### config.mk
export PLATFORM = sky130hd
export DESIGN_NAME = controle_varredura_flat
export DESIGN_NICKNAME = d
export VERILOG_FILES = /design/src/rtl/controle_varredura_if.sv /design/src/rtl/controle_varredura.sv /design/src/flat_wrapper.sv
export SDC_FILE = /design/constraint.sdc
export NUM_CORES = 1
export LEC_CHECK = 0
export ABC_AREA = 1
export CAP_MARGIN = 30
export CORE_UTILIZATION = 30
export CTS_CLUSTER_DIAMETER = 150
export DETAILED_ROUTE_END_ITERATION = 10
export PLACE_DENSITY = 0.62
export SLEW_MARGIN = 20
export SYNTH_ARGS = -nofsm -noshare
export SYNTH_HDL_FRONTEND = slang
export SYNTH_SLANG_ARGS = --single-unit
### constraint.sdc
create_clock -name clock -period 1.62 [get_ports clock]
set_input_delay 0.162 -clock clock [delete_from_list [all_inputs] [get_ports clock]]
set_output_delay 0.162 -clock clock [all_outputs]
set_load 0.005 [all_outputs]
### src/rtl/controle_varredura_if.sv
// Segment-pattern update bus between the display-content logic and the scan controller.
interface controle_varredura_if;
  logic [6:0] seg0_in;
  logic [6:0] seg1_in;
  logic [6:0] seg2_in;
  logic [6:0] seg3_in;
  logic       upd_req;
  logic       upd_ack;

  modport master (output seg0_in, seg1_in, seg2_in, seg3_in, upd_req, input upd_ack);
  modport slave  (input  seg0_in, seg1_in, seg2_in, seg3_in, upd_req, output upd_ack);
endinterface

### src/rtl/controle_varredura.sv
// 4-digit seven-segment scan controller: slot multiplexing with dead time,
// per-digit blink and tear-free double-buffered segment patterns.
module controle_varredura #(
  parameter int unsigned DIV          = 8,
  parameter int unsigned BLANK        = 2,
  parameter int unsigned BLINK_FRAMES = 4
) (
  input  logic                   clock,
  input  logic                   reset_n,
  input  logic                   enable,
  controle_varredura_if.slave    upd,
  input  logic [3:0]             blink_mask,
  output logic [3:0]             digito,
  output logic [6:0]             segmentos,
  output logic [1:0]             scan_idx,
  output logic                   frame_start
);

  localparam int unsigned CW = $clog2(DIV);
  localparam int unsigned FW = $clog2(BLINK_FRAMES + 1);
  localparam logic [CW-1:0] LAST    = CW'(DIV - 1);
  localparam logic [CW-1:0] BLANK_C = CW'(BLANK);
  localparam logic [FW-1:0] FLAST   = FW'(BLINK_FRAMES - 1);

  typedef enum logic [1:0] {OFF, GAP, SHOW} state_t;

  state_t        state, state_n;
  logic [CW-1:0] cnt, cnt_n;
  logic [1:0]    idx_n;
  logic [FW-1:0] fcnt, fcnt_n;
  logic          blink_on, blink_on_n;
  logic          armed, armed_n;
  logic          ack_q, ack_n;
  logic [6:0]    shadow   [4];
  logic [6:0]    shadow_n [4];
  logic          ld, ld_off, bnd, vis;
  logic [3:0]    digito_n;
  logic [6:0]    segmentos_n;
  logic          frame_start_n;

  assign upd.upd_ack = ack_q;

  always_comb begin
    state_n    = state;
    cnt_n      = cnt;
    idx_n      = scan_idx;
    fcnt_n     = fcnt;
    blink_on_n = blink_on;
    shadow_n   = shadow;

    bnd    = (state != OFF) && (cnt == LAST) && (scan_idx == 2'd3);
    ld_off = (state == OFF) && upd.upd_req && armed;
    // The boundary ack is raised one edge early so it sits on slot 3's last
    // cycle; the shadows themselves load on the edge that ends that cycle.
    ld     = ld_off || (ack_q && bnd);
    if (ld) begin
      shadow_n[0] = upd.seg0_in;
      shadow_n[1] = upd.seg1_in;
      shadow_n[2] = upd.seg2_in;
      shadow_n[3] = upd.seg3_in;
    end

    if (!enable) begin
      state_n    = OFF;
      cnt_n      = '0;
      idx_n      = '0;
      fcnt_n     = '0;
      blink_on_n = 1'b1;
    end else if (state == OFF) begin
      cnt_n   = '0;
      idx_n   = '0;
      state_n = (BLANK == 0) ? SHOW : GAP;
    end else begin
      if (cnt == LAST) begin
        cnt_n = '0;
        idx_n = scan_idx + 2'd1;
        if (scan_idx == 2'd3) begin
          if (fcnt == FLAST) begin
            fcnt_n     = '0;
            blink_on_n = ~blink_on;
          end else begin
            fcnt_n = fcnt + FW'(1);
          end
        end
      end else begin
        cnt_n = cnt + CW'(1);
      end
      state_n = (cnt_n < BLANK_C) ? GAP : SHOW;
    end

    ack_n = ld_off ||
            ((state_n != OFF) && (idx_n == 2'd3) && (cnt_n == LAST) && upd.upd_req && armed);

    if (!upd.upd_req)
      armed_n = 1'b1;
    else if (ack_n)
      armed_n = 1'b0;
    else
      armed_n = armed;

    vis           = (state_n == SHOW) && (blink_on_n || !blink_mask[idx_n]);
    digito_n      = vis ? (4'b0001 << idx_n) : '0;
    segmentos_n   = vis ? shadow_n[idx_n] : '0;
    frame_start_n = (state_n != OFF) && (cnt_n == '0) && (idx_n == 2'd0);
  end

  always_ff @(posedge clock or negedge reset_n) begin
    if (!reset_n) begin
      state       <= OFF;
      cnt         <= '0;
      scan_idx    <= '0;
      fcnt        <= '0;
      blink_on    <= 1'b1;
      armed       <= 1'b1;
      ack_q       <= 1'b0;
      shadow      <= '{default: '0};
      digito      <= '0;
      segmentos   <= '0;
      frame_start <= 1'b0;
    end else begin
      state       <= state_n;
      cnt         <= cnt_n;
      scan_idx    <= idx_n;
      fcnt        <= fcnt_n;
      blink_on    <= blink_on_n;
      armed       <= armed_n;
      ack_q       <= ack_n;
      shadow      <= shadow_n;
      digito      <= digito_n;
      segmentos   <= segmentos_n;
      frame_start <= frame_start_n;
    end
  end

endmodule

### src/flat_wrapper.sv
// flat-port wrapper written by rule: the top's interface ports become plain ports
module controle_varredura_flat 
#(
  parameter int unsigned DIV          = 8,
  parameter int unsigned BLANK        = 2,
  parameter int unsigned BLINK_FRAMES = 4
)
  (clock, reset_n, enable, blink_mask, digito, segmentos, scan_idx, frame_start, upd_seg0_in, upd_seg1_in, upd_seg2_in, upd_seg3_in, upd_upd_req, upd_upd_ack);
  controle_varredura_if upd_i ();
  input  logic clock;
  input  logic reset_n;
  input  logic enable;
  input  logic [3:0] blink_mask;
  output logic [3:0] digito;
  output logic [6:0] segmentos;
  output logic [1:0] scan_idx;
  output logic frame_start;
  input wire logic [$bits(upd_i.seg0_in)-1:0] upd_seg0_in;
  input wire logic [$bits(upd_i.seg1_in)-1:0] upd_seg1_in;
  input wire logic [$bits(upd_i.seg2_in)-1:0] upd_seg2_in;
  input wire logic [$bits(upd_i.seg3_in)-1:0] upd_seg3_in;
  input wire logic [$bits(upd_i.upd_req)-1:0] upd_upd_req;
  output wire logic [$bits(upd_i.upd_ack)-1:0] upd_upd_ack;
  assign upd_i.seg0_in = upd_seg0_in;
  assign upd_i.seg1_in = upd_seg1_in;
  assign upd_i.seg2_in = upd_seg2_in;
  assign upd_i.seg3_in = upd_seg3_in;
  assign upd_i.upd_req = upd_upd_req;
  assign upd_upd_ack = upd_i.upd_ack;
  controle_varredura #(.DIV(DIV), .BLANK(BLANK), .BLINK_FRAMES(BLINK_FRAMES)) u_core (.clock(clock), .reset_n(reset_n), .enable(enable), .upd(upd_i), .blink_mask(blink_mask), .digito(digito), .segmentos(segmentos), .scan_idx(scan_idx), .frame_start(frame_start));
endmodule
==> After elaboration in Yosys (flattened, before gate mapping) <==
Index checks and enable logic that the tools add are counted.
{ "totals": {"output_inout_bits": 15, "reg_bits": 53, "input_bits": 36} }
{ "classes": {"shift": 1, "order_cmp": 3, "bitwise_logic": 2, "n_reduce_logical": 22, "mux": 31, "n_addsub": 3, "n_eq_ne": 10} }
{ "op_table": {"columns": ["operator", "n"], "rows": [
  ["two-way mux 3 bit", 10],
  ["two-way mux 28 bit", 1],
  ["two-way mux 7 bit", 3],
  ["binary-select mux 7 bit (select 2 bit)", 1],
  ["logical AND 1 bit", 12],
  ["two-way mux 2 bit", 6],
  ["two-way mux 1 bit", 8],
  ["adder 3 x 1 -> 3 bit (second input constant)", 2],
  ["== test 2 bit (second input constant)", 3],
  ["== test 3 bit (second input constant)", 2],
  ["inequality test 2 x 1 -> 1 bit (second input constant)", 3],
  ["logical NOT 2 bit", 2],
  ["two-way mux 4 bit", 1],
  ["nonzero test 2 bit", 2],
  ["<< shifter 1 x 2 -> 4 bit (first input constant)", 1],
  ["== test 3 x 2 -> 1 bit (second input constant)", 1],
  ["greater-or-equal comparator 3 bit (second input constant)", 1],
  ["logical NOT 3 bit", 1],
  ["logical OR 1 bit", 3],
  ["< comparator 2 x 3 -> 1 bit (second input constant)", 1],
  ["< comparator 3 x 2 -> 1 bit (second input constant)", 1],
  ["inverter 2 -> 3 bit", 1],
  ["AND reduction 3 bit", 1],
  ["adder 2 x 1 -> 2 bit (second input constant)", 1],
  ["4 further kinds", 4]
]} }

==> Depth between registers and ports, before layout <==
Gate-level depths: netlist of run 1.
{ "depth": {"depth_word": 16, "depth_mapped": 14, "mapped_depth_nobuf": 13} }

==> Worst setup path before layout of run 1 <==
No wires, ideal clock.
{ "synth_timing": {"path_type": "register to register", "startpoint": "register u_core.cnt[0]", "endpoint": "register u_core.segmentos[3]", "path_slack_ns": -0.132, "stages_incl_launch_ff": 14, "arrival_time_ns": 1.683, "setup_time_ns": 0.069, "n_path_buf": 2, "period_less_slack_ns": 1.752, "cell_sequence": "dfrtp_1 ha_1 ha_1 nand2_1 inv_1 nand3_2 buf_4 buf_6 nand3_1 nand3_1 nand2_1 inv_1 nand2_1 nor2_2"} }
{ "synth_between": {"elab_chain_len": 11} }
{ "synth_rtl": {"columns": ["element", "line_no", "rtl"], "rows": [
  ["start, declared", "controle_varredura.sv:28", "logic [CW-1:0] cnt, cnt_n;"],
  ["start signal, assigned", "controle_varredura.sv:122", "cnt <= cnt_n;"],
  ["adder 3 x 1 -> 3 bit or == test 3 bit (tied branches)", "controle_varredura.sv:86, controle_varredura.sv:51, controle_varredura.sv:74", null],
  ["two-way mux 3 bit", "controle_varredura.sv:74", "if (cnt == LAST) begin"],
  ["two-way mux 3 bit", "controle_varredura.sv:69", "end else if (state == OFF) begin"],
  ["two-way mux 3 bit", "controle_varredura.sv:63", "if (!enable) begin"],
  ["< comparator 3 x 2 -> 1 bit", "controle_varredura.sv:88", "state_n = (cnt_n < BLANK_C) ? GAP : SHOW;"],
  ["two-way mux 2 bit", "controle_varredura.sv:88", null],
  ["two-way mux 2 bit", "controle_varredura.sv:69", null],
  ["two-way mux 2 bit", "controle_varredura.sv:63", null],
  ["== test 2 bit", "controle_varredura.sv:101", "vis = (state_n == SHOW) && (blink_on_n || !blink_mask[idx_n]);"],
  ["logical AND 1 bit", "controle_varredura.sv:101", null],
  ["two-way mux 7 bit (*)", "controle_varredura.sv:103", "segmentos_n = vis ? shadow_n[idx_n] : '0;"],
  ["net u_core.segmentos_n[3]", "controle_varredura.sv:38", "logic [6:0] segmentos_n;"],
  ["end signal, assigned", "controle_varredura.sv:130", "segmentos <= segmentos_n;"],
  ["end, declared", "controle_varredura.sv:14", "output logic [6:0] segmentos,"]
]} }
Mark *: on every way through the listed nets, which the timed path passes. The rest lies on a longest branch. The select of a mux whose other input is x is not followed.
A chain may end at the register's enable or synchronous reset.

==> Worst setup path in the final report of run 1 <==
{ "layout_timing": {"startpoint": "register u_core.cnt[0]", "endpoint": "register u_core.segmentos[6]"} }
Same word-level chain as after synthesis.

==> metrics, run 1 <==
Worst R2R Setup Slack -0.17 ns; Post-DRT Antenna Nets 0; Die X 95.1 µm; Critical Path Source Type register; initial antenna violation count 0; Worst Path Required 1.83 ns; H-tree Lvls 2; CTS tree done; RSZ-0062 raised after global routing true; dpl hpwl 4670 µm; reg2reg end u_core.segmentos[6]; Crit. End Element register; DRC Markers 0; GR Overflow Total 0; Setup Viol. Count Final 14; critical setup path kind register to register; area delta synth->final 54.6%; worst hold margin 0.302 ns; global-route usage over all layers 0.164; DRT iter0 DRCs 105; Syn Area/Cell 8.50 µm²; setup ws final -0.166 ns; gp weighted congestion 0.754; die height 95.1 µm; First-pass DRT Iterations 4; Top cell by count, worst path nand2_1; DR vias 2324; setup_tns -1.66 ns; fin area 0.00402 mm²; YS warnings 0; placed cell count 492; Finished Layout Cells 513; Die ar. 0.00905 mm²; IO Port Bufs 50; CTS clk-pin slew, worst paths 0.09 ns; Final Hold Viols 0; Initial Util 0.314; Num CTS Buffers 5; Routed Wire Length 7020 µm; Vias/cell 4.53; CP cell instances ha_4 > ha_4 > nand2_1 > nand2_2 > buf_4 > o21ai_4 > buf_6 > nand3_1 > nand2_1 > inv_1 > nand2_1 > nor2_2; worst reg2reg startpoint u_core.cnt[0]; CTS Sinks 53; clk_lat worst skew 0.31 ns; CP delay by family, top flip-flops; Core Area 0.00830 mm²; Fmax 560 MHz; Antenna Cells 0; CP peak stage delay 0.42 ns; Final Max Slew Viols 0; Root Driver clkbuf_8; crit path time final 1.79 ns; global-route wire length before repair 11400 µm; synthesized net count 347; worst path arrival time 2.00 ns; Pleak 2.00 nW; slew margin rel. 0.739; area post-placement 0.00352 mm²; Synth Cell Area 0.00260 mm²; status finished with violations; crit share post-route 1.10; FF-to-FF path depth 12; path category of the worst min-delay check input port to async pin; failing checks setup timing; Seq/Total Area, Yosys 0.511; WL per Instance 13.7 µm; PD cells 798 mW/mm²; Max-Cap Viols 0; vias in the first global route 2368; post-synthesis cell count 306; #FFs+latches synth 53; pin count of the biggest net entering global routing 40; Worst Tran Pin Value 0.391 ns; Place WS -0.224 ns; clk buf depth 2; critical path peak fanout 4; maximum VDD drop 0.000369 V; share of cells above drive strength 1 0.297; Cell Rows 33; Critical-path top delay cell dfrtp_1; fin nets 448; CP Buf/Inv Count 3; final worst clock skew 0.0102 ns; # IOs 51; synth unique cells 27
## timing repair
item / 4_1_cts / 5_1_grt
setup buffers: 6 / 2
cloned: 2 / 2
pin swaps: 13 / 7
endpoints found under the hold margin: 13 / 0
hold buffers: 1 / 0
endpoints found under the setup margin: 16 / 32
resized for setup: 30 / 22
## power by group
part           switching [W]  internal, W  total [W]
Combinational       0.000419     0.000416   0.000835
Sequential         0.0000855      0.00152    0.00160
Clock               0.000463     0.000310   0.000773
Total               0.000967      0.00224    0.00321
## Yosys cell counts
| master | count | share of area |
|---|---|---|
| ha_1 | 5 | 0.024 |
| o21ai_0 | 2 | 0.0038 |
| buf_6 | 5 | 0.022 |
| nand2_4 | 2 | 0.0087 |
| nor3_1 | 2 | 0.0038 |
| dfrtp_1 | 51 | 0.49 |
| nand4_1 | 3 | 0.0072 |
| nor3_2 | 1 | 0.0038 |
| clkbuf_1 | 1 | 0.0014 |
| buf_2 | 2 | 0.0038 |
| nand3_2 | 5 | 0.019 |
| nand3_4 | 1 | 0.0067 |
| inv_1 | 33 | 0.048 |
| nand3_1 | 58 | 0.11 |
| dfstp_2 | 2 | 0.020 |
| inv_2 | 1 | 0.0014 |
| nor2_2 | 11 | 0.026 |
| buf_4 | 2 | 0.0058 |
| nor2_8 | 1 | 0.0077 |
| nor2_4 | 2 | 0.0087 |
| a21oi_1 | 1 | 0.0019 |
| o21ai_2 | 1 | 0.0034 |
| o211a_1 | 1 | 0.0038 |
| inv_4 | 1 | 0.0024 |
| nand2_1 | 100 | 0.14 |
| nand2_2 | 3 | 0.0072 |
| nor2_1 | 9 | 0.013 |
## state kept, by name, indices dropped and copies added (netlist names)
signal,count
u_core.shadow,28
u_core.segmentos,7
u_core.digito,4
u_core.cnt,3
u_core.fcnt,3
u_core.scan_idx,2
u_core.state,2
u_core.armed,1
u_core.blink_on,1
u_core.frame_start,1
u_core.upd.upd_ack,1
## layout make-up
class	count	area, µm²
Multi-Input combinational cell	211	1290
Fill cell	771	4280
Tap cell	105	131
Clock inverter	2	13.8
Timing Repair Buffer	101	1040
Sequential cell	53	1330
Inverter	35	139
Clock buffer	6	72.6
## layer usage
| layer | vias to the layer above | global-route usage | wire length, µm |
|---|---|---|---|
| li1 | 1172 | - | - |
| met1 | 1092 | 0.214 | 3200 |
| met2 | 48 | 0.278 | 3500 |
| met3 | 12 | 0.0271 | 217 |
| met4 | 0 | 0.0505 | 105 |
| met5 | - | 0 | 0 |
## cells in the final DEF, fill, tap and decap left out, types with 3 or more instances in the layout
cell type and n:
buf_12 9, buf_4 33, buf_6 6, clkbuf_8 5
clkdlybuf4s50_1 49, dfrtp_1 51, ha_1 3, inv_1 31
inv_4 3, nand2_1 89, nand2_2 12, nand2_4 3
nand2_8 4, nand3_1 47, nand3_2 14, nand3_4 3
nand4_1 3, nor2_1 7, nor2_2 9, nor2_4 6
## worst max path at each step
| stage | startpoint | to | slack [ns] | cells after the start |
|---|---|---|---|---|
| after floorplan | u_core.cnt[0] | u_core.segmentos[5] | -0.03 | 14 |
| after global placement | enable | u_core.segmentos[2] | -0.18 | 11 |
| after detailed placement | u_core.cnt[0] | u_core.segmentos[4] | -0.22 | 12 |
| after CTS | u_core.cnt[0] | u_core.segmentos[6] | -0.15 | 14 |
| after global routing | u_core.cnt[0] | u_core.segmentos[2] | -0.27 | 13 |
| final | u_core.cnt[0] | u_core.segmentos[6] | -0.17 | 12 |
## kinds of logic (layout without fill, tap and decap cells)
kind of cell             after synthesis  in the layout  synth area share
flip-flops                            53             53             0.511
adder cells (fa/ha/maj)                5              5            0.0240
AND/OR/NAND/NOR                      198            201             0.368
AO/OA/AOI/OAI                          5              5            0.0130
buffers and inverters                 45            144            0.0841
## through the flow
stage | power, W | utilization
6_report | 0.00321 | 0.485
5_1_grt | 0.00339 | 0.485
4_1_cts | 0.00316 | 0.467
3_5_place_dp | 0.00236 | 0.424
3_3_place_gp | 0.00233 | 0.424
2_1_floorplan | 0.00200 | -
(Power assumes the default switching activity.)
==> inputs of run 2 (changes only) <==
PLACE_DENSITY = 0.6   (was 0.62)
clock period = 2 ns   (was 1.62 ns; I/O delays follow)
==> metrics, run 2 (synthesis results as in run 1) <==
Setup Viol. Count Final 0 (-14); die height 95.1 µm (unchanged); Crit. End Element register; Initial Util 0.314 (unchanged); commonest non-fill, non-tap cell in the layout nand2_1; placed cell count 460 (-6.5%); CTS tree done; Final Max Slew Viols 0 (unchanged); Worst Tran Pin Value 0.563 ns (+0.172 ns); DR vias 2201 (-5.3%); GR Overflow Total 0 (unchanged); PD cells 732 mW/mm² (-8.3%); maximum VDD drop 0.000334 V (-9.6%); # IOs 51 (unchanged); Die ar. 0.00905 mm² (unchanged); Pleak 1.76 nW (-12%); Most flops, register u_core.shadow; H-tree Lvls 2 (unchanged); critical setup path kind register to register; worst path arrival time 2.15 ns (+0.15 ns); IO Port Bufs 50 (unchanged); path category of the worst min-delay check input port to async pin; CP cell instances ha_2 > ha_4 > inv_2 > nand2_1 > nand2_4 > nand2_4 > nand2_1 > nand2_1 > nand2_1 > nand2_1 > nand2_1 > nand2_1 > buf_12 > nor2_2; status finished, final reports clean; share of cells above drive strength 1 0.144 (-0.152); First-pass DRT Iterations 4 (unchanged); Critical Path Source Type register; pin count of the biggest net entering global routing 32 (-20%); Worst path depth 14 (+2); Cell Rows 33 (unchanged); area delta synth->final 32.6%; DRC Markers 0 (unchanged); crit share post-route 0.958 (-0.145); Finished Layout Cells 472 (-8.0%); Num CTS Buffers 5 (unchanged); vias in the first global route 2162 (-8.7%); final worst clock skew 0.00751 ns (-0.00273 ns); crit path time final 1.92 ns (+0.130 ns); biggest regs u_core.shadow (28), u_core.segmentos (7), u_core.digito (4); slew margin rel. 0.625 (-0.114); CP peak stage delay 0.41 ns (about the same); Antenna Cells 0 (unchanged); Fmax 522 MHz (-6.8%); WL per Instance 13.4 µm (-1.9%); fin nets 407 (-9.2%); Routed Wire Length 6340 µm (-9.7%); DRT iter0 DRCs 101 (-3.8%); CTS Sinks 53 (unchanged); Largest register FFs 28 (unchanged); CP delay by family, top simple AND/OR/NAND/NOR gates; Final Hold Viols 0 (unchanged); clk buf depth 2 (unchanged); CP Buf/Inv Count 2 (-1); Critical-path top delay cell dfrtp_1; Core Area 0.00830 mm² (unchanged); Max-Cap Viols 0 (unchanged); gp weighted congestion 0.786 (+4.3%); clk_lat worst skew 0.30 ns (about the same); Worst Path Required 2.23 ns (+0.40 ns); global-route usage over all layers 0.153 (-0.0117); dpl hpwl 4410 µm (-5.6%); FF-to-FF path depth 14 (+2); Top cell by count, worst path nand2_1; Post-DRT Antenna Nets 0 (unchanged); CTS clk-pin slew, worst paths 0.09 ns (about the same); Die X 95.1 µm (unchanged); Tot Pwr 0.00253 W (-21%); global-route wire length before repair 10600 µm (-7.4%); Root Driver clkbuf_8; initial antenna violation count 0 (unchanged); critical path peak fanout 11 (+7); Vias/cell 4.66 (+2.9%); most frequent cells in the layout nand2_1, nand3_1, dfrtp_1, clkdlybuf4s50_1, inv_1
[run 2: changes by cell type in the layout (fill, tap and decap cells not counted), moves of 4 or more]
cell     delta
buf_12      -4
buf_4      -27
buf_6       -6
nand2_1    +11
nand2_2    -11
nand3_1    +11
nand3_2     -9
nor2_4      -4
[run 2: what timing repair did]
| item | in CTS | in global routing |
|---|---|---|
| resized for setup | 1 | 5 |
| endpoints found under the setup margin | 3 | 12 |
| endpoints found under the hold margin | 22 | 0 |
| hold buffers | 1 | 0 |
| cloned | 0 | 1 |
| pin swaps | 1 | 2 |
| buffers inserted | 0 | 2 |
[run 2: worst register-to-register path, cell delays in order (launching register included)]
cell	delay, ns
dfrtp_1	0.41
ha_2	0.22
ha_4	0.18
inv_2	0.05
nand2_1	0.08
nand2_4	0.12
nand2_4	0.10
nand2_1	0.08
nand2_1	0.06
nand2_1	0.06
nand2_1	0.07
nand2_1	0.07
nand2_1	0.08
buf_12	0.16
nor2_2	0.12
[run 2: layer usage]
metal | track usage | share of wire | routed length, µm
met1 | 0.210 | 0.46 | 2940
met2 | 0.242 | 0.47 | 3000
met3 | 0.0279 | 0.048 | 306
met4 | 0.0505 | 0.016 | 99
met5 | 0 | 0 | 0
[run 2: per-stage QoR]
step                setup TNS [ns]  utilization  hold WS (ns)  instance area (µm²)  setup slack, ns
finish                           0        0.416         0.421                 3450           0.0838
floorplan                        0            -       -0.0956                 2600            0.248
global placement                 0        0.395         0.225                 3270           0.0757
global route               -0.0225        0.416         0.444                 3450          -0.0109
CTS                              0        0.410         0.428                 3400          0.00910
detailed placement               0        0.395         0.225                 3270          0.00434
[run 2: layout make-up]
type / count / area (µm²)
Tap cell: 105 / 131
Multi-Input combinational cell: 209 / 1090
Clock buffer: 6 / 72.6
Fill cell: 834 / 4850
Sequential cell: 53 / 1330
Inverter: 35 / 134
Timing Repair Buffer: 62 / 651
Clock inverter: 2 / 38.8
[run 2: final timing paths]
check / endpoint / start / slack [ns]
worst max-delay path: u_core.segmentos[0] / u_core.cnt[0] / 0.08
worst min-delay path: u_core.shadow[20] / reset_n / 0.42
worst max register to register: u_core.segmentos[0] / u_core.cnt[0] / 0.08
worst min register to register: u_core.cnt[0] / u_core.cnt[0] / 0.49
max in group asynchronous: u_core.armed / reset_n / 0.96
min in group clock: u_core.shadow[16] / upd_seg1_in[2] / 0.45
[run 2: power breakdown]
part	switching, W	internal, W
Combinational	0.000287	0.000232
Sequential	0.0000547	0.00123
Clock	0.000348	0.000376
==> inputs of run 3 (changes only) <==
CELL_PAD_IN_SITES_DETAIL_PLACEMENT = 1   (was unset)
CELL_PAD_IN_SITES_GLOBAL_PLACEMENT = 2   (was unset)
PLACE_DENSITY = 0.87   (was 0.6)
==> metrics, run 3 (synthesis results as in run 1) <==
CP delay by family, top simple AND/OR/NAND/NOR gates; GR Overflow Total 0 (unchanged); initial antenna violation count 0 (unchanged); Most flops, register u_core.shadow; setup_tns 0 ns (unchanged); fin nets 416 (+2.2%); WL per Instance 14.8 µm (+10%); Initial Util 0.314 (unchanged); CP Buf/Inv Count 3 (+1); Die ar. 0.00905 mm² (unchanged); Place WS 0.00775 ns (+0.00341 ns); maximum VDD drop 0.000312 V (-6.6%); Core Area 0.00830 mm² (unchanged); Die X 95.1 µm (unchanged); H-tree Lvls 2 (unchanged); crit path time final 1.89 ns (-0.0246 ns); FILL cells 990 (+19%); Max-Cap Viols 0 (unchanged); slew margin rel. 0.586 (-0.0384); Root Driver clkbuf_8; vias in the first global route 2351 (+8.7%); Routed Wire Length 7120 µm (+12%); Cell Rows 33 (unchanged); die height 95.1 µm (unchanged); pin count of the biggest net entering global routing 30 (-6.3%); Storage cell area 0.00133 mm² (unchanged); path category of the worst min-delay check input port to async pin; DR vias 2243 (+1.9%); Post-DRT Antenna Nets 0 (unchanged); clk_lat worst skew 0.31 ns (about the same); CTS clk-pin slew, worst paths 0.11 ns (+0.02 ns); First-pass DRT Iterations 4 (unchanged); biggest regs u_core.shadow (28), u_core.segmentos (7), u_core.digito (4); commonest non-fill, non-tap cell in the layout nand2_1; Pleak 1.79 nW (+1.8%); share of cells above drive strength 1 0.168 (+0.0231); global-route usage over all layers 0.161 (+0.00869); PD cells 703 mW/mm² (-3.9%); most frequent cells in the layout nand2_1, nand3_1, dfrtp_1, clkdlybuf4s50_1, inv_1; # IOs 51 (unchanged); area delta synth->final 35.2%; CP cell instances ha_4 > ha_4 > nand2_1 > inv_1 > nand3_4 > clkbuf_16 > nand3_1 > nand3_1 > nand2_1 > inv_1 > nand2_1 > nor2_1; status finished, final reports clean; critical setup path kind register to register; Worst Tran Pin Value 0.620 ns (+0.0576 ns); DRC Markers 0 (unchanged); Worst Path Required 2.26 ns (+0.03 ns); Tot Pwr 0.00247 W (-2.0%); Crit. End Element register; clk buf depth 2 (unchanged); global-route wire length before repair 11200 µm (+5.7%); CTS Sinks 53 (unchanged); final worst clock skew 0.0131 ns (+0.00560 ns); setup ws final 0.108 ns (+0.0246 ns); Antenna Cells 0 (unchanged); Critical-path top delay cell dfrtp_1; critical path peak fanout 7 (-4); RSZ-0062 raised after global routing false; worst hold margin 0.433 ns (+0.0117 ns); worst path arrival time 2.15 ns (about the same); Critical Path Source Type register; Largest register FFs 28 (unchanged); Worst R2R Setup Slack 0.11 ns (+0.02 ns); gp weighted congestion 0.820 (+4.3%); CTS tree done; CP peak stage delay 0.42 ns (about the same); Top cell by count, worst path nand2_1; Setup Viol. Count Final 0 (unchanged); Final Hold Viols 0 (unchanged); Final Max Slew Viols 0 (unchanged); Fmax 529 MHz (+1.3%); crit share post-route 0.946 (-0.0123); Num CTS Buffers 5 (unchanged); final core utilization 0.424 (+0.00814); DRT iter0 DRCs 67 (-34%); Multi-input gate area 0.00112 mm² (+2.4%); IO Port Bufs 50 (unchanged); Vias/cell 4.66 (about the same); dpl hpwl 4970 µm (+13%)
[run 3: final timing paths]
path                                         from                   to  cells past startpoint
worst max register to register      u_core.cnt[0]  u_core.segmentos[6]                     12
worst max-delay path                u_core.cnt[0]  u_core.segmentos[6]                     12
worst min register to register  u_core.shadow[23]    u_core.shadow[23]                      2
worst min-delay path                      reset_n    u_core.shadow[22]                      2
max in group asynchronous                 reset_n         u_core.armed                      3
min in group clock                 upd_seg0_in[2]    u_core.shadow[23]                      3
[run 3: where the power goes]
part	switching, W	internal [W]
Combinational	0.000301	0.000234
Clock	0.000371	0.000282
Sequential	0.0000583	0.00123
Total	0.000730	0.00174
[run 3: cell type report]
cell class                      count  area share
Sequential cell                    53       0.378
Multi-Input combinational cell    209       0.319
Timing Repair Buffer               71       0.201
Inverter                           35      0.0381
Tap cell                          105      0.0373
Clock buffer                        6      0.0235
Clock inverter                      2     0.00391
[run 3: timing repair]
| action | 4_1_cts | 5_1_grt |
|---|---|---|
| buffers inserted | 0 | 5 |
| endpoints found under the hold margin | 24 | 0 |
| hold buffers | 1 | 0 |
| gates resized for setup | 3 | 9 |
| gates cloned | 0 | 3 |
| endpoints found under the setup margin | 5 | 12 |
| pin swaps | 1 | 4 |
[run 3: routing by layer]
| layer | up-vias | GRT usage | part of all wire |
|---|---|---|---|
| met5 | - | 0 | 0 |
| met3 | 4 | 0.0287 | 0.043 |
| met1 | 1091 | 0.216 | 0.46 |
| met2 | 49 | 0.271 | 0.49 |
| li1 | 1099 | - | - |
| met4 | 0 | 0.0341 | 0.0067 |
[run 3: per-stage QoR]
stage	instances	cell area, µm²
finish	481	3520
global route	481	3520
CTS	473	3390
detailed placement	464	3270
global placement	464	3270
floorplan	306	2600
[run 3: worst reg2reg max path: cells and delay by family, from the launching register on]
kind | cells | cell delay [ns]
buffers and inverters | 3 | 0.33
AND/OR/NAND/NOR | 7 | 0.74
adder cells (fa/ha/maj) | 2 | 0.35
flip-flops | 1 | 0.42
==> variant 1: new RTL, config.mk and constraints of run 3 <==
`DIV` is set to 8 in 2 places; all go to 16.
--- a/src/rtl/controle_varredura.sv
+++ b/src/rtl/controle_varredura.sv
@@ -1,7 +1,7 @@
 // 4-digit seven-segment scan controller: slot multiplexing with dead time,
 // per-digit blink and tear-free double-buffered segment patterns.
 module controle_varredura #(
-  parameter int unsigned DIV          = 8,
+  parameter int unsigned DIV          = 16,
   parameter int unsigned BLANK        = 2,
   parameter int unsigned BLINK_FRAMES = 4
 ) (
--- a/src/flat_wrapper.sv
+++ b/src/flat_wrapper.sv
@@ -1,7 +1,7 @@
 // flat-port wrapper written by rule: the top's interface ports become plain ports
 module controle_varredura_flat 
 #(
-  parameter int unsigned DIV          = 8,
+  parameter int unsigned DIV          = 16,
   parameter int unsigned BLANK        = 2,
   parameter int unsigned BLINK_FRAMES = 4
 )
Formal check against the unedited RTL: not equivalent (a bounded check fails within 10 cycles, from zero or initial values and one cycle with reset_n low).
==> variant 1 against run 3 <==
  * Sequential cell count up 1
  * Utilization is 2.2 points lower
  * Routed wire length is 4.3% higher
  * Clock skew down 0.0042 ns
  * Synthesized cell count increased by 13%
  * Critical path depth unchanged
  * Worst setup slack better by 0.036 ns
  * Cell area is 5.7% higher
  * Area after synthesis rose by 9.5%
  * Global-route usage about the same
  * Sequential share of layout area down 1.3 points
  * Power rose by 6.5%
  * Largest cell class unchanged
==> variant 1: results (changes against run 3) <==
- 12.4 mm — wire length of the first global-routing pass, +11%
- 5 — CTS Buf Count, unchanged
- 0.319 ns — actual transition at the worst max-transition pin, -0.302 ns
- 4 — drt pass-1 iters, unchanged
- 0.0694 ns — worst slack, placed, +0.0616 ns
- in -> async — hold crit path type
- 7.43 mm — detailed-route wire length, +4.3%
- 0 — number of antenna violations at the first check in global routing, unchanged
- 50 — number of buffer cells added on primary ports, unchanged
- u_core.segmentos[2] — endpoint of the most critical register-to-register path
- 386 — syn_nets, +11%
- 11.2% — fraction of final layout cells sized beyond drive strength 1, -5.6 points
- 16.1% — global-route usage over all layers, about the same
- 0.44 ns — maximum single-stage delay on the critical path, +0.02 ns
- 100% — fraction of registers with async set/reset, unchanged
- 99.5 µm — Die Width, +4.5%
- 8 — top fanout value on the critical path, +1
- reg -> reg — kind of critical path
- complete, no violations — status
- 27 — unique cell type count in the Yosys netlist, unchanged
- sky130_fd_sc_hd__dfrtp_1 (46%), sky130_fd_sc_hd__nand2_1 (9.0%), sky130_fd_sc_hd__nand3_1 (8.8%) — cells taking the most area after synthesis
- 75 — First DRT Iteration DRCs, +12%
- sky130_fd_sc_hd__dfrtp_1 — Crit-path slowest cell
- 0.775 — final weighted congestion in routability-driven placement, -5.5%
- sky130_fd_sc_hd__clkbuf_8 — CTS Root Cell
- 1.94 mW — cell internal power dissipation, +11%
- sky130_fd_sc_hd__nand2_1 (68), sky130_fd_sc_hd__inv_1 (66), sky130_fd_sc_hd__dfrtp_1 (52) — commonest cells in the netlist
- u_core.shadow x28, u_core.segmentos x7 — biggest regs
- 2466 — vias in the first global route, +4.9%
- 0.295 mV — IR drop worst, VDD, -5.4%
- 0.00887 ns — Max Clock Skew, -0.00423 ns
- 2.10 ns — Data arrival, critical path, -0.05 ns
- 450 — final net count, +8.2%
- 0.10 ns — clock-pin slew on the worst setup and hold paths
- 0.31 ns — insertion delay to the later sink of the worst-skew pair, about the same
- u_core.scan_idx[0] — source of the critical timing path
- 2391 — overall via count from detail_route, +6.6%
- 47.5% — sequential element share of the synthesized area, -3.5 points
- 12 — worst reg2reg path depth, unchanged
- sky130_fd_sc_hd__dfrtp_1 — prevailing post-synth register cell
- 5.42 mm — placed wire-length estimate, +9.1%
- simple AND/OR/NAND/NOR gates — kind of cell adding the most delay to the critical path
- 29 — largest net degree at the start of global routing, -3.3%
- flop — CP startpoint kind
- 2 — buffer depth of the longest clock path, unchanged
- 1.83 nW — leakage power, +1.8%
- 2 — count of H-tree levels built during CTS, unchanged
- 0 — Inserted Diodes, unchanged
- 0.14 ns — R2R setup slack, +0.04 ns
- 0 — warning count from the yosys run, unchanged
==> variant 1: area by class of cell <==
class	count	area (µm²)
Fill cell	1097	5520
Sequential cell	54	1350
Multi-Input combinational cell	217	1170
Timing Repair Buffer	66	668
Inverter	67	251
Tap cell	129	161
Clock buffer	6	82.6
Clock inverter	1	30.0
==> variant 1: per-layer routing <==
layer / part of all wire (%) / vias to the layer above / track usage (%)
met5: 0 / - / 0
met4: 0.86 / 0 / 3.05
met3: 3.2 / 5 / 2.74
met2: 49 / 44 / 27.4
met1: 47 / 1153 / 21.8
li1: - / 1189 / -
==> variant 1: metrics by stage <==
stage	cells	TNS, ns	hold WS [ns]	instance area (µm²)	util [%]
3_5_place_dp	530	0	0.118	3540	38.3
4_1_cts	538	0	0.312	3670	39.7
5_1_grt	540	-0.0358	0.337	3720	40.2
2_1_floorplan	347	0	-0.0956	2850	-
6_report	540	0	0.302	3720	40.2
3_3_place_gp	530	0	0.112	3540	38.3
==> variant 1: kinds of logic (layout without fill, tap and decap cells) <==
group | Yosys count | count (layout) | synth area share, %
xor+xnor | 1 | 1 | 0.307
compound gates | 6 | 6 | 1.14
buf+inv | 76 | 140 | 12.3
flops | 54 | 54 | 47.5
fa+ha+maj | 3 | 3 | 1.32
simple gates | 207 | 207 | 37.5
==> variant 1: power groups by stage <==
| stage | logic [mW] | clock network (mW) | registers, mW |
|---|---|---|---|
| finish | 0.579 | 0.770 | 1.29 |
| CTS | 0.579 | 0.781 | 1.29 |
| global route | 0.655 | 0.821 | 1.31 |
| detailed placement | 0.571 | 0 | 1.31 |
| floorplan | 0.361 | 0 | 1.30 |
| global placement | 0.552 | 0 | 1.30 |
==> variant 1: worst min path at each step <==
stage	end	startpoint	slack, ns	depth (start not counted)
after floorplan	u_core.cnt[0]	reset_n	-0.1	0
final	u_core.cnt[0]	reset_n	0.30	2
after detailed placement	u_core.cnt[0]	reset_n	0.12	1
after global placement	u_core.cnt[0]	reset_n	0.11	1
after global routing	u_core.cnt[2]	reset_n	0.34	2
after CTS	u_core.cnt[0]	reset_n	0.31	2
==> variant 1: timing repair <==
action                                  CTS  global route
endpoints found under the setup margin    0            11
resized for setup                         0             6
buffers inserted                          0             2
hold buffers                              1             0
hold endpoints to repair                 10             0
==> variant 1: worst register-to-register path: cells and delay by family, from the launching register on <==
kind | cells | cell delay [ns]
DFF | 1 | 0.44
adders and majority gates | 1 | 0.32
and+or+nand+nor | 8 | 0.71
buffers and inverters | 3 | 0.32
==> variant 2: new RTL, flow settings as in run 3 <==
Without the edit above. Re-encode `state_t` (3 states) as one-hot, 3 bits wide.
--- a/src/rtl/controle_varredura.sv
+++ b/src/rtl/controle_varredura.sv
@@ -22,7 +22,7 @@
   localparam logic [CW-1:0] BLANK_C = CW'(BLANK);
   localparam logic [FW-1:0] FLAST   = FW'(BLINK_FRAMES - 1);
 
-  typedef enum logic [1:0] {OFF, GAP, SHOW} state_t;
+  typedef enum logic [2:0] {OFF = 3'b001, GAP = 3'b010, SHOW = 3'b100} state_t;
 
   state_t        state, state_n;
   logic [CW-1:0] cnt, cnt_n;
Behaviour: no difference found for any inputs over 10 cycles, from zero or initial values and one cycle with reset_n low; not proved beyond that.
==> variant 2 against run 3 <==
  * Count of clock-buffer cells in the layout unchanged
  * Routed wire length shrank 3.4%
  * Sequential power rose by 9%
  * Cell area is 1.0% lower
  * Critical path depth increased by 1
  * Area after synthesis fell by 1.1%
  * Power rose by 17%
  * Clock power is 21% higher
  * Worst setup slack better by 0.012 ns
  * Final cell count fell by 0.62%
  * Sequential cell count is 1 higher
  * Die area down 1.1%
  * Critical path type unchanged
  * Critical endpoint is now u_core.segmentos[5]
  * Largest cell class unchanged
==> variant 2: results (changes against run 3) <==
- 2.09 ns — Data arrival, critical path, -0.06 ns
- 351 — syn_nets, +1.2%
- 2216 — overall via count from detail_route, -1.2%
- 53 — First DRT Iteration DRCs, -21%
- sky130_fd_sc_hd__nand2_1 (101), sky130_fd_sc_hd__nand3_1 (61), sky130_fd_sc_hd__dfrtp_1 (51) — commonest cells in the netlist
- 0.402 ns — hold slack, -0.0316 ns
- 48.4% — power share of the sequential group, -3.6 points
- 0.0143 ns — Max Clock Skew, +0.00119 ns
- 22.2% — fraction of met1 tracks used by global routing, +0.55 points
- 16.3% — global-route usage over all layers, +0.19 points
- 31 — largest net degree at the start of global routing, +3.3%
- 3.31 mm — Post-Route M1 WL, about the same
- 195 µm — wire length on met3, -36%
- 3240 µm² — post-placement cell area, -0.80%
- 13.7% — fraction of final layout cells sized beyond drive strength 1, -3.1 points
- 5 — top fanout value on the critical path, -2
- 49.6% — proportion of netlist area held by the largest area contributor, +0.55 points
- 991 — number of fillers in the final layout, +0.10%
- complete, no violations — status
- 0.312 mV — IR drop worst, VDD, about the same
- u_core.segmentos[5] — endpoint of the most critical register-to-register path
- 29.1% — proportion of total power due to net switching, -0.37 points
- 413 — final net count, -0.72%
- 6.88 mm — detailed-route wire length, -3.4%
- 52.6% — sequential element share of the synthesized area, +1.6 points
- sky130_fd_sc_hd__dfrtp_1 (50%), sky130_fd_sc_hd__nand2_1 (15%), sky130_fd_sc_hd__nand3_1 (12%) — cells taking the most area after synthesis
- in -> reg — hold crit path type
- 14.4 µm — average detailed-routed wire length per instance, -2.8%
- 54.0% — relative slew slack, -4.7 points
- 3.32 mm — met2 WL post-DR, -4.1%
- 27.3% — fraction of met2 tracks used by global routing, +0.20 points
- 2.66% — met3 track demand over resource in global routing, -0.21 points
- 1.76 nW — leakage power, -2.1%
- 11.2 mm — wire length of the first global-routing pass, about the same
- 0.40 ns — maximum single-stage delay on the critical path, -0.02 ns
- 4.78 mm — placed wire-length estimate, -3.8%
==> variant 2: changes by cell type in the layout (fill, tap and decap cells not counted), sizes merged, moves of 2 or more <==
cell	delta
buf	-5
clkbuf	-2
nand4	+2
nor2	-2
==> variant 2: worst max path at each step <==
stage / slack [ns] / endpoint / depth (start not counted)
after floorplan: 0.21 / u_core.segmentos[6] / 12
after global placement: -0.02 / u_core.segmentos[6] / 12
after detailed placement: -0.12 / u_core.segmentos[3] / 12
after CTS: 0.01 / u_core.segmentos[1] / 13
after global routing: 0.005 / u_core.segmentos[1] / 12
final: 0.12 / u_core.segmentos[5] / 13
==> variant 2: critical path: cells and delay by family (launching register included) <==
kind | cells | cell delay [ns]
and+or+nand+nor | 8 | 0.71
DFF | 1 | 0.40
adders and majority gates | 2 | 0.39
buffers and inverters | 3 | 0.26
==> variant 2: kinds of logic after synthesis <==
group | share of synthesized area [%]
and+or+nand+nor | 35.2
AOI/OAI and AO/OA | 1.22
DFF | 52.6
adders and majority gates | 2.43
buffers and inverters | 8.51
==> variant 2: layout make-up <==
type | instances | area [µm²] | share of cell area, %
clock inverter | 2 | 38.8 | 1.11
timing repair buffer | 64 | 648 | 18.6
inverter | 37 | 139 | 3.99
clock buffer | 6 | 82.6 | 2.37
tap | 105 | 131 | 3.77
multi-input combinational | 210 | 1090 | 31.2
sequential | 54 | 1360 | 38.9
==> variant 2: timing repair <==
action / 4_1_cts / 5_1_grt
gates cloned: 0 / 1
pin swaps: 0 / 4
setup endpoints to repair: 7 / 13
hold buffers: 1 / 0
buffers inserted: 0 / 2
gates resized for setup: 6 / 12
endpoints found under the hold margin: 23 / 0
